`config.mk`:
```
export PLATFORM = sky130hd
export DESIGN_NAME = hs4_tx_flat
export DESIGN_NICKNAME = d
export VERILOG_FILES = /design/src/rtl/hs4_tx_if.sv /design/src/rtl/hs4_tx.sv /design/src/flat_wrapper.sv
export SDC_FILE = /design/constraint.sdc
export NUM_CORES = 1
export LEC_CHECK = 0
export ABC_CLOCK_PERIOD_IN_PS = 3100
export CORE_MARGIN = 2
export CORE_UTILIZATION = 55
export CTS_CLUSTER_SIZE = 40
export DETAILED_ROUTE_END_ITERATION = 10
export PLACE_DENSITY = 0.8
export SLEW_MARGIN = 15
export SYNTH_ARGS = -nofsm -noshare
export SYNTH_HDL_FRONTEND = slang
export SYNTH_SLANG_ARGS = --single-unit
export TNS_END_PERCENT = 5
```
`constraint.sdc`:
```
create_clock -name clk -period 3.1 [get_ports clk]
set_input_delay 0.31 -clock clk [delete_from_list [all_inputs] [get_ports clk]]
set_output_delay 0.31 -clock clk [all_outputs]
set_load 0.02 [all_outputs]
```
`src/rtl/hs4_tx_if.sv`:
```
// Producer-side valid/ready bus plus the four-phase req/ack bundle of hs4_tx.
// The slave modport is the transmitter's view; master is the surrounding logic.
interface hs4_tx_if #(
    parameter int WIDTH = 3
);
    logic             in_valid;
    logic             in_ready;
    logic [WIDTH-1:0] in_data;
    logic             req_out;
    logic             ack_in;
    logic [WIDTH-1:0] data_out;
    logic             busy;
    logic [7:0]       sent_cnt;

    modport slave (
        input  in_valid, in_data, ack_in,
        output in_ready, req_out, data_out, busy, sent_cnt
    );

    modport master (
        output in_valid, in_data, ack_in,
        input  in_ready, req_out, data_out, busy, sent_cnt
    );
endinterface

```
`src/rtl/hs4_tx.sv`:
```
// Clocked four-phase bundled-data transmitter: a small FIFO fed by valid/ready,
// drained one word per return-to-zero req/ack handshake with a synchronised ack.
module hs4_tx #(
    parameter int WIDTH       = 3,
    parameter int DEPTH       = 4,
    parameter int SYNC_STAGES = 2
) (
    input  logic      clk,
    input  logic      rst_n,
    hs4_tx_if.slave   bus
);
    localparam int AW = $clog2(DEPTH);

    typedef enum logic [1:0] {
        IDLE,
        SETUP,
        REQ_HI,
        REQ_LO
    } state_t;

    state_t               state;
    logic [AW:0]          wr_ptr;
    logic [AW:0]          rd_ptr;
    logic [WIDTH-1:0]     mem [DEPTH];
    logic [SYNC_STAGES-1:0] sync_q;
    logic                 req_q;
    logic [WIDTH-1:0]     data_q;
    logic [7:0]           cnt_q;
    logic                 ack_s;
    logic                 empty;
    logic                 full;
    logic                 push;
    logic                 pop;

    // The extra pointer bit distinguishes full from empty when the indices match.
    assign empty = (wr_ptr == rd_ptr);
    assign full  = (wr_ptr[AW] != rd_ptr[AW]) && (wr_ptr[AW-1:0] == rd_ptr[AW-1:0]);
    assign push  = bus.in_valid && !full;
    assign ack_s = sync_q[SYNC_STAGES-1];
    assign pop   = !empty && !ack_s && (state == IDLE || state == REQ_LO);

    always_ff @(posedge clk or negedge rst_n) begin
        if (!rst_n) begin
            sync_q <= '0;
        end else begin
            // NOTE: non-blocking assignments make every stage sample the old value of its neighbour, giving a true shift chain.
            sync_q <= {sync_q[SYNC_STAGES-2:0], bus.ack_in};
        end
    end

    // NOTE: the storage array has no reset; only the pointers define which entries are valid.
    always_ff @(posedge clk) begin
        if (push) begin
            mem[wr_ptr[AW-1:0]] <= bus.in_data;
        end
    end

    always_ff @(posedge clk or negedge rst_n) begin
        if (!rst_n) begin
            wr_ptr <= '0;
            rd_ptr <= '0;
        end else begin
            if (push) wr_ptr <= wr_ptr + 1'b1;
            if (pop)  rd_ptr <= rd_ptr + 1'b1;
        end
    end

    always_ff @(posedge clk or negedge rst_n) begin
        if (!rst_n) begin
            state  <= IDLE;
            req_q  <= 1'b0;
            data_q <= '0;
            cnt_q  <= '0;
        end else begin
            case (state)
                IDLE: begin
                    if (pop) begin
                        data_q <= mem[rd_ptr[AW-1:0]];
                        state  <= SETUP;
                    end
                end
                SETUP: begin
                    req_q <= 1'b1;
                    state <= REQ_HI;
                end
                REQ_HI: begin
                    if (ack_s) begin
                        req_q <= 1'b0;
                        state <= REQ_LO;
                    end
                end
                REQ_LO: begin
                    // Handshake has fully returned to zero only once ack_s is low.
                    if (!ack_s) begin
                        cnt_q <= cnt_q + 8'd1;
                        if (pop) begin
                            data_q <= mem[rd_ptr[AW-1:0]];
                            state  <= SETUP;
                        end else begin
                            state <= IDLE;
                        end
                    end
                end
                default: state <= IDLE;
            endcase
        end
    end

    assign bus.in_ready = !full;
    assign bus.req_out  = req_q;
    assign bus.data_out = data_q;
    assign bus.sent_cnt = cnt_q;
    assign bus.busy     = !empty || (state != IDLE);
endmodule
```
`src/flat_wrapper.sv`:
```
// flat-port wrapper written by rule: the top's interface ports become plain ports
module hs4_tx_flat 
#(
    parameter int WIDTH       = 3,
    parameter int DEPTH       = 4,
    parameter int SYNC_STAGES = 2
)
  (clk, rst_n, bus_in_valid, bus_in_data, bus_ack_in, bus_in_ready, bus_req_out, bus_data_out, bus_busy, bus_sent_cnt);
  hs4_tx_if #(.WIDTH(WIDTH)) bus_i ();
  input  logic clk;
  input  logic rst_n;
  input wire logic [$bits(bus_i.in_valid)-1:0] bus_in_valid;
  input wire logic [$bits(bus_i.in_data)-1:0] bus_in_data;
  input wire logic [$bits(bus_i.ack_in)-1:0] bus_ack_in;
  output wire logic [$bits(bus_i.in_ready)-1:0] bus_in_ready;
  output wire logic [$bits(bus_i.req_out)-1:0] bus_req_out;
  output wire logic [$bits(bus_i.data_out)-1:0] bus_data_out;
  output wire logic [$bits(bus_i.busy)-1:0] bus_busy;
  output wire logic [$bits(bus_i.sent_cnt)-1:0] bus_sent_cnt;
  assign bus_i.in_valid = bus_in_valid;
  assign bus_i.in_data = bus_in_data;
  assign bus_i.ack_in = bus_ack_in;
  assign bus_in_ready = bus_i.in_ready;
  assign bus_req_out = bus_i.req_out;
  assign bus_data_out = bus_i.data_out;
  assign bus_busy = bus_i.busy;
  assign bus_sent_cnt = bus_i.sent_cnt;
  hs4_tx #(.WIDTH(WIDTH), .DEPTH(DEPTH), .SYNC_STAGES(SYNC_STAGES)) u_core (.clk(clk), .rst_n(rst_n), .bus(bus_i));
endmodule
```
==> results of run 1 <==
## how the worst max path moves through the flow
| stage | slack, ns | start | to | depth (start not counted) |
|---|---|---|---|---|
| floorplan | 1.45 | u_core.state[0] | u_core.state[1] | 6 |
| global placement | 1.24 | u_core.rd_ptr[0] | bus_busy | 4 |
| detailed placement | 1.21 | u_core.rd_ptr[0] | bus_busy | 4 |
| CTS | 0.82 | u_core.rd_ptr[0] | bus_busy | 4 |
| global route | 0.72 | u_core.rd_ptr[0] | bus_busy | 4 |
| finish | 0.83 | u_core.rd_ptr[0] | bus_busy | 4 |
## state kept, by name, indices dropped and copies added (netlist names)
name,count
u_core.bus.req_out,1
u_core.bus.data_out,3
u_core.rd_ptr,3
u_core.bus.sent_cnt,8
u_core.wr_ptr,3
u_core.mem,12
u_core.sync_q,2
u_core.state,2
## metal layers
| layer | track usage (%) | vias to the layer above |
|---|---|---|
| li1 | - | 449 |
| met1 | 22.22 | 457 |
| met2 | 26.62 | 22 |
| met3 | 4.688 | 5 |
| met4 | 9.967 | 0 |
| met5 | 0 | - |
## cells by family after synthesis
logic type | synth area share [%]
DFF | 56.39
and+or+nand+nor | 8.830
xor gates and xnor gates | 9.141
adders and majority gates | 8.520
AOI/OAI and AO/OA | 4.571
muxes | 9.760
buffers and inverters | 2.788
## placed cells by master, fill, tap and decap left out, types with 2 or more instances in the layout
| master | synthesis | routed |
|---|---|---|
| mux2_4 | 3 | 3 |
| nor3_1 | 3 | 3 |
| nor2_1 | 4 | 4 |
| xor2_1 | 6 | 6 |
| ha_1 | 11 | 11 |
| bufinv_16 | 0 | 2 |
| o21ai_0 | 2 | 2 |
| and3_1 | 2 | 2 |
| mux2_2 | 3 | 3 |
| clkdlybuf4s50_1 | 0 | 20 |
| nand3_1 | 4 | 4 |
| mux4_1 | 3 | 3 |
| dfrtp_1 | 22 | 22 |
| xnor2_1 | 9 | 9 |
| and2_1 | 4 | 4 |
| inv_1 | 6 | 6 |
| edfxtp_1 | 12 | 12 |
| nand2_1 | 7 | 7 |
| clkbuf_4 | 0 | 5 |
## per-stage QoR
step | area, um^2 | utilization [%] | instances
after floorplan | 1615 | - | 114
after global placement | 1832 | 65.86 | 163
after detailed placement | 1832 | 65.86 | 163
after CTS | 1938 | 69.68 | 171
after global routing | 1938 | 69.68 | 171
final | 1938 | 69.68 | 171
## report_power, final
group | internal (W) | switching [W]
Clock | 0.000252 | 0.000153
Sequential | 0.000623 | 0.000154
Combinational | 0.000455 | 0.000433
## area by class of cell
cell class | instances | area, um^2
sequential | 34 | 910.9
inverter | 6 | 22.52
clock inverter | 3 | 68.82
clock buffer | 5 | 37.54
multi-input combinational | 72 | 659.4
tap | 31 | 38.79
fill | 214 | 843.3
timing repair buffer | 20 | 200.2
==> results.md, run 1 <==
- Status: complete, no violations
- Initial detailed-routing violation count: 15
- Critical path, cell by cell: xor2_1, nor3_1, nand2_1, clkdlybuf4s50_1
- Initial antenna violation count: 0
- IO Count: 21
- Area share of the largest cell type after synthesis: between 30 and 40%
- First-pass GRT wire length: 4236 um
- Die ar.: 3387 um^2
- Number of global-route vias before repair: approximately 950
- Hold depth: 0
- Top-count cell post-synth: dfrtp_1
- Final worst-path cycle share: 73.08%
- Highest metal used: met4
- Worst EP arrival: 1.96 ns
- Gr ovfl total: 0
- M1 WL: approximately 1100 um
- CTS Buffer Depth: 2
- Largest net degree at the start of global routing: 23
- Clock transition at path regs: ~0.11 ns
- Met2 WL: approximately 1200 um
- Port-buffer cells: 20
- Residual DRC: 0
- Vias/cell: 5.456
- Vias: 933
- Final hold violations: 0
- # resized after CTS: 0
- Num CTS Buffers: 5
- YS warnings: 0
- Crit-path max FO: 7
- Reg-to-reg startpoint: u_core.state[0]
- CP max-delay cell: clkdlybuf4s50_1
- Worst EP required: approximately 2.8 ns
- Reg2Reg Depth: 6
- Global Route Usage Sum: approximately 17%
- Post-synth EDFFs: 12
- TritonCTS clock tree: built
- WL met3: between 100 and 150 um
- Mapped Cells: between 100 and 150
- Total Nets Final: roughly 160
- HP Class: flop to flop
- Setup CP Type: flop to output port
- Cell variety after synth: 28
- Die Span Y: ~58 um
- DP Worst Slack: about 1.2 ns
- Total Power: 0.002070 W
- Final worst slack: 0.8344 ns
- Commonest cells post-synth: 22 x dfrtp_1, 12 x edfxtp_1, 11 x ha_1
- Skew-Pair Late Insertion Delay: approximately 0.34 ns
- Power Dens Cells: about 1100 nW/um^2
- Total setup buffers inserted after CTS: 0
- Synth area leader: dfrtp_1
- Synth Net Count: around 130
- Async set-reset flop share out of synthesis: 64.71%
- Max-cap viol count: 0
- Reg2Reg Setup Slack: around 1.2 ns
- Headroom to the max-slew limit: a little over a third
- Post-synth top flop: dfrtp_1
- Total number of H-tree levels: 2
- Slew @ Worst Pin: approximately 0.95 ns
- Static leakage power: just over 0.8 nW
- Antenna diodes: 0
- Synth Register Bits: 34
- Post-DRT Antenna Nets: 0
- Hold-critical path endpoint: u_core.sync_q[1]
- Sum Neg Setup Slack: 0 ns
- Final Wtd Congestion: 0.8388
- Fmax: around 0.44 GHz
- DRT Wirelength: roughly 2400 um
- Clk_skew: 0.01280 ns
- WHS: 0.3655 ns
- Drt first pass iters: 4
- CP Capture Type: output port
- Max-slew violation count: 0
- Crit path buf inv count: 1
- Area growth syn-to-layout: 19.98%
- DIE WIDTH: between 50 and 60 um
- VDD IR max: between 0.0009 and 0.001 V
- Hold Path Origin: u_core.sync_q[0]
- DR WL/cell: approximately 14 um
- Final Critical Period: 2.266 ns
- Core box area: approximately 2800 um^2
- Sequential fraction of the synthesis area: between 50% and 60%
- RSZ-0062 raised after global routing: false
- CTS root buf: clkbuf_4
- Delay-heaviest family, CP: buffers and inverters
- R2r endpoint: u_core.state[1]
- Layout cell share with drive strength beyond 1: 12.86%
- Max stage delay on crit path: between 0.5 and 0.6 ns
- Post-synthesis cell area: between 1500 and 2000 um^2
- Avg Cell Area, Syn: 14.17 um^2
- Final setup vio count: 0
- Dpl hpwl: ~1800 um
- CTS sink count: 34
- Initial Util: around 58%
- Hold buffer count at CTS: 0
- Largest cells by area after synthesis: dfrtp_1 34%, edfxtp_1 22%, ha_1 8.5%
- Crit start category: flop
- FP Rows: 19
(Power assumes the default switching activity.)
==> run 2: changes to the inputs <==
ABC_CLOCK_PERIOD_IN_PS = 1900   (was 3100)
CORE_UTILIZATION = 48   (was 55)
PLACE_DENSITY = 0.74   (was 0.8)
clock period = 1.9 ns   (was 3.1 ns; I/O delays follow)
==> run 2 against run 1 <==
Against the previous run:
- sequential share of layout area shrank 0.53 points
- flip-flop and latch count is the same
- critical path depth grew 2
- hold slack lost 0.17 ns
==> results.md, run 2 (synthesized netlist as in run 1, its figures left out) <==
- Max-slew violation count: 0
- Setup CP Type: flop to flop
- Static leakage power: approximately 0.83 nW
- Antenna diodes: 0
- RSZ-0062 raised after global routing: true
- Dpl hpwl: between 1500 and 2000 um
- TritonCTS clock tree: built
- CTS root buf: clkbuf_4
- Drt first pass iters: 3
- First-pass GRT wire length: between 4000 and 5000 um
- Vias: ~950
- Area growth syn-to-layout: 21.84%
- Global Route Usage Sum: 15.89%
- Comb pwr share: around 50%
- Final worst slack: between 0.1 and 0.15 ns
- DRT Wirelength: 2585 um
- Total Nets Final: about 160
- Largest net degree at the start of global routing: 23
- Total Power: between 0.003 and 0.004 W
- Sw frac: 38.53%
- Reg2Reg Setup Slack: 0.10 ns
- Crit path buf inv count: 1
- Num CTS Buffers: 5
- Critical path, cell by cell: inv_1, ha_1, nor2_2, o31a_4, nor2b_4, mux2_4
- Max reg flops: 12
- CTS Buffer Depth: 2
- Headroom to the max-slew limit: around four fifths
- Die ar.: a little under 4000 um^2
- Clk_skew: roughly 0.0056 ns
- Layout cell share with drive strength beyond 1: a little under a fifth
- Sequential share of power: 38.9%
- Clock transition at path regs: 0.10 ns
- Number of global-route vias before repair: between 900 and 1000
- Gr ovfl total: 0
- Vias/cell: ~4.9
- Net Sw Power: between 0.001 and 0.0015 W
- Worst EP required: roughly 2.1 ns
- DR WL/cell: between 10 and 15 um
- Slew @ Worst Pin: around 0.32 ns
- HP Class: primary input to async pin
- VDD IR max: 0.0009536 V
- Max-cap viol count: 0
- Crit-path max FO: 5
- Final Critical Period: 1.799 ns
- Initial Util: between 40% and 50%
- DIE WIDTH: approximately 62 um
- Sum Neg Setup Slack: 0 ns
- CP Capture Type: flop
- CTS sink count: 34
- Crit start category: flop
- Port-buffer cells: 20
- Final worst-path cycle share: a little over nine tenths
- IO Count: 21
- Delay-heaviest family, CP: flip-flops
- Fill count: between 200 and 300
- Skew-Pair Late Insertion Delay: about 0.33 ns
- Residual DRC: 0
- Max stage delay on crit path: just over 0.4 ns
- FP Rows: 21
- CP max-delay cell: dfrtp_1
- Fmax: between 0.5 and 0.6 GHz
- Die Span Y: between 60 and 70 um
- Most frequent cells in the layout: 19 x dfrtp_1, 18 x clkdlybuf4s50_1, 12 x edfxtp_1
- DP Worst Slack: 0.03352 ns
- Worst EP arrival: between 2 and 2.5 ns
- Clk network pwr share: around 11%
- Status: complete, no violations
- Final hold violations: 0
- Multi-input gate area: between 600 and 700 um^2
- Final setup vio count: 0
- P_int: 0.001971 W
- Total number of H-tree levels: 2
- Core box area: between 3000 and 4000 um^2
- FF+latch area: 914.6 um^2
- Post-DRT Antenna Nets: 0
- Initial antenna violation count: 0
- Initial detailed-routing violation count: 7
- Final Wtd Congestion: between 0.7 and 0.8
- Core Util, Final: about three fifths
- Power Dens Cells: around 1600 nW/um^2
- Most common cell after layout, fill and taps aside: dfrtp_1
-- run 2: through the flow --
stage / hold slack [ns] / area (um^2) / std cells
2_1_floorplan: -0.1056 / 1615 / 114
3_3_place_gp: 0.3357 / 1881 / 182
3_5_place_dp: 0.3355 / 1881 / 182
4_1_cts: 0.1902 / 1936 / 190
5_1_grt: 0.2016 / 1968 / 193
6_report: 0.1921 / 1968 / 193
-- run 2: routing by layer --
layer	track usage (%)	share of wire, %
met1	18.72	44
met2	25.00	49
met3	7.453	4.7
met4	6.687	1.9
met5	0	0
-- run 2: power by group through the flow --
stage / clock (W) / combinational, W / sequential (W)
2_1_floorplan: 0 / 0.00101 / 0.00131
3_3_place_gp: 0 / 0.00148 / 0.00125
3_5_place_dp: 0 / 0.00153 / 0.00127
4_1_cts: 0.000370 / 0.00153 / 0.00127
5_1_grt: 0.000412 / 0.00177 / 0.00129
6_report: 0.000359 / 0.00160 / 0.00125
-- run 2: layout make-up --
type / instances / area share [%]
Sequential cell: 34 / 46.47
Multi-Input combinational cell: 72 / 34.27
Timing Repair Buffer: 27 / 12.71
Tap cell: 46 / 2.924
Clock buffer: 5 / 1.907
Inverter: 6 / 1.144
Clock inverter: 3 / 0.5722
-- run 2: worst paths after layout --
check                            startpoint                endpoint  cells after the start
setup / recovery            u_core.state[0]  u_core.bus.data_out[1]                      6
hold / removal                        rst_n  u_core.bus.sent_cnt[5]                      2
setup reg to reg            u_core.state[0]  u_core.bus.data_out[1]                      6
min in group clk                 bus_ack_in        u_core.sync_q[0]                      1
hold reg to reg            u_core.sync_q[0]        u_core.sync_q[1]                      0
max in group asynchronous             rst_n        u_core.wr_ptr[1]                      2
-- run 2: timing repair --
action	4_1_cts	5_1_grt
setup buffers	0	3
cloned	0	0
setup endpoints to repair	2	6
pin swaps	0	1
resized for setup	4	4
hold buffers	0	0
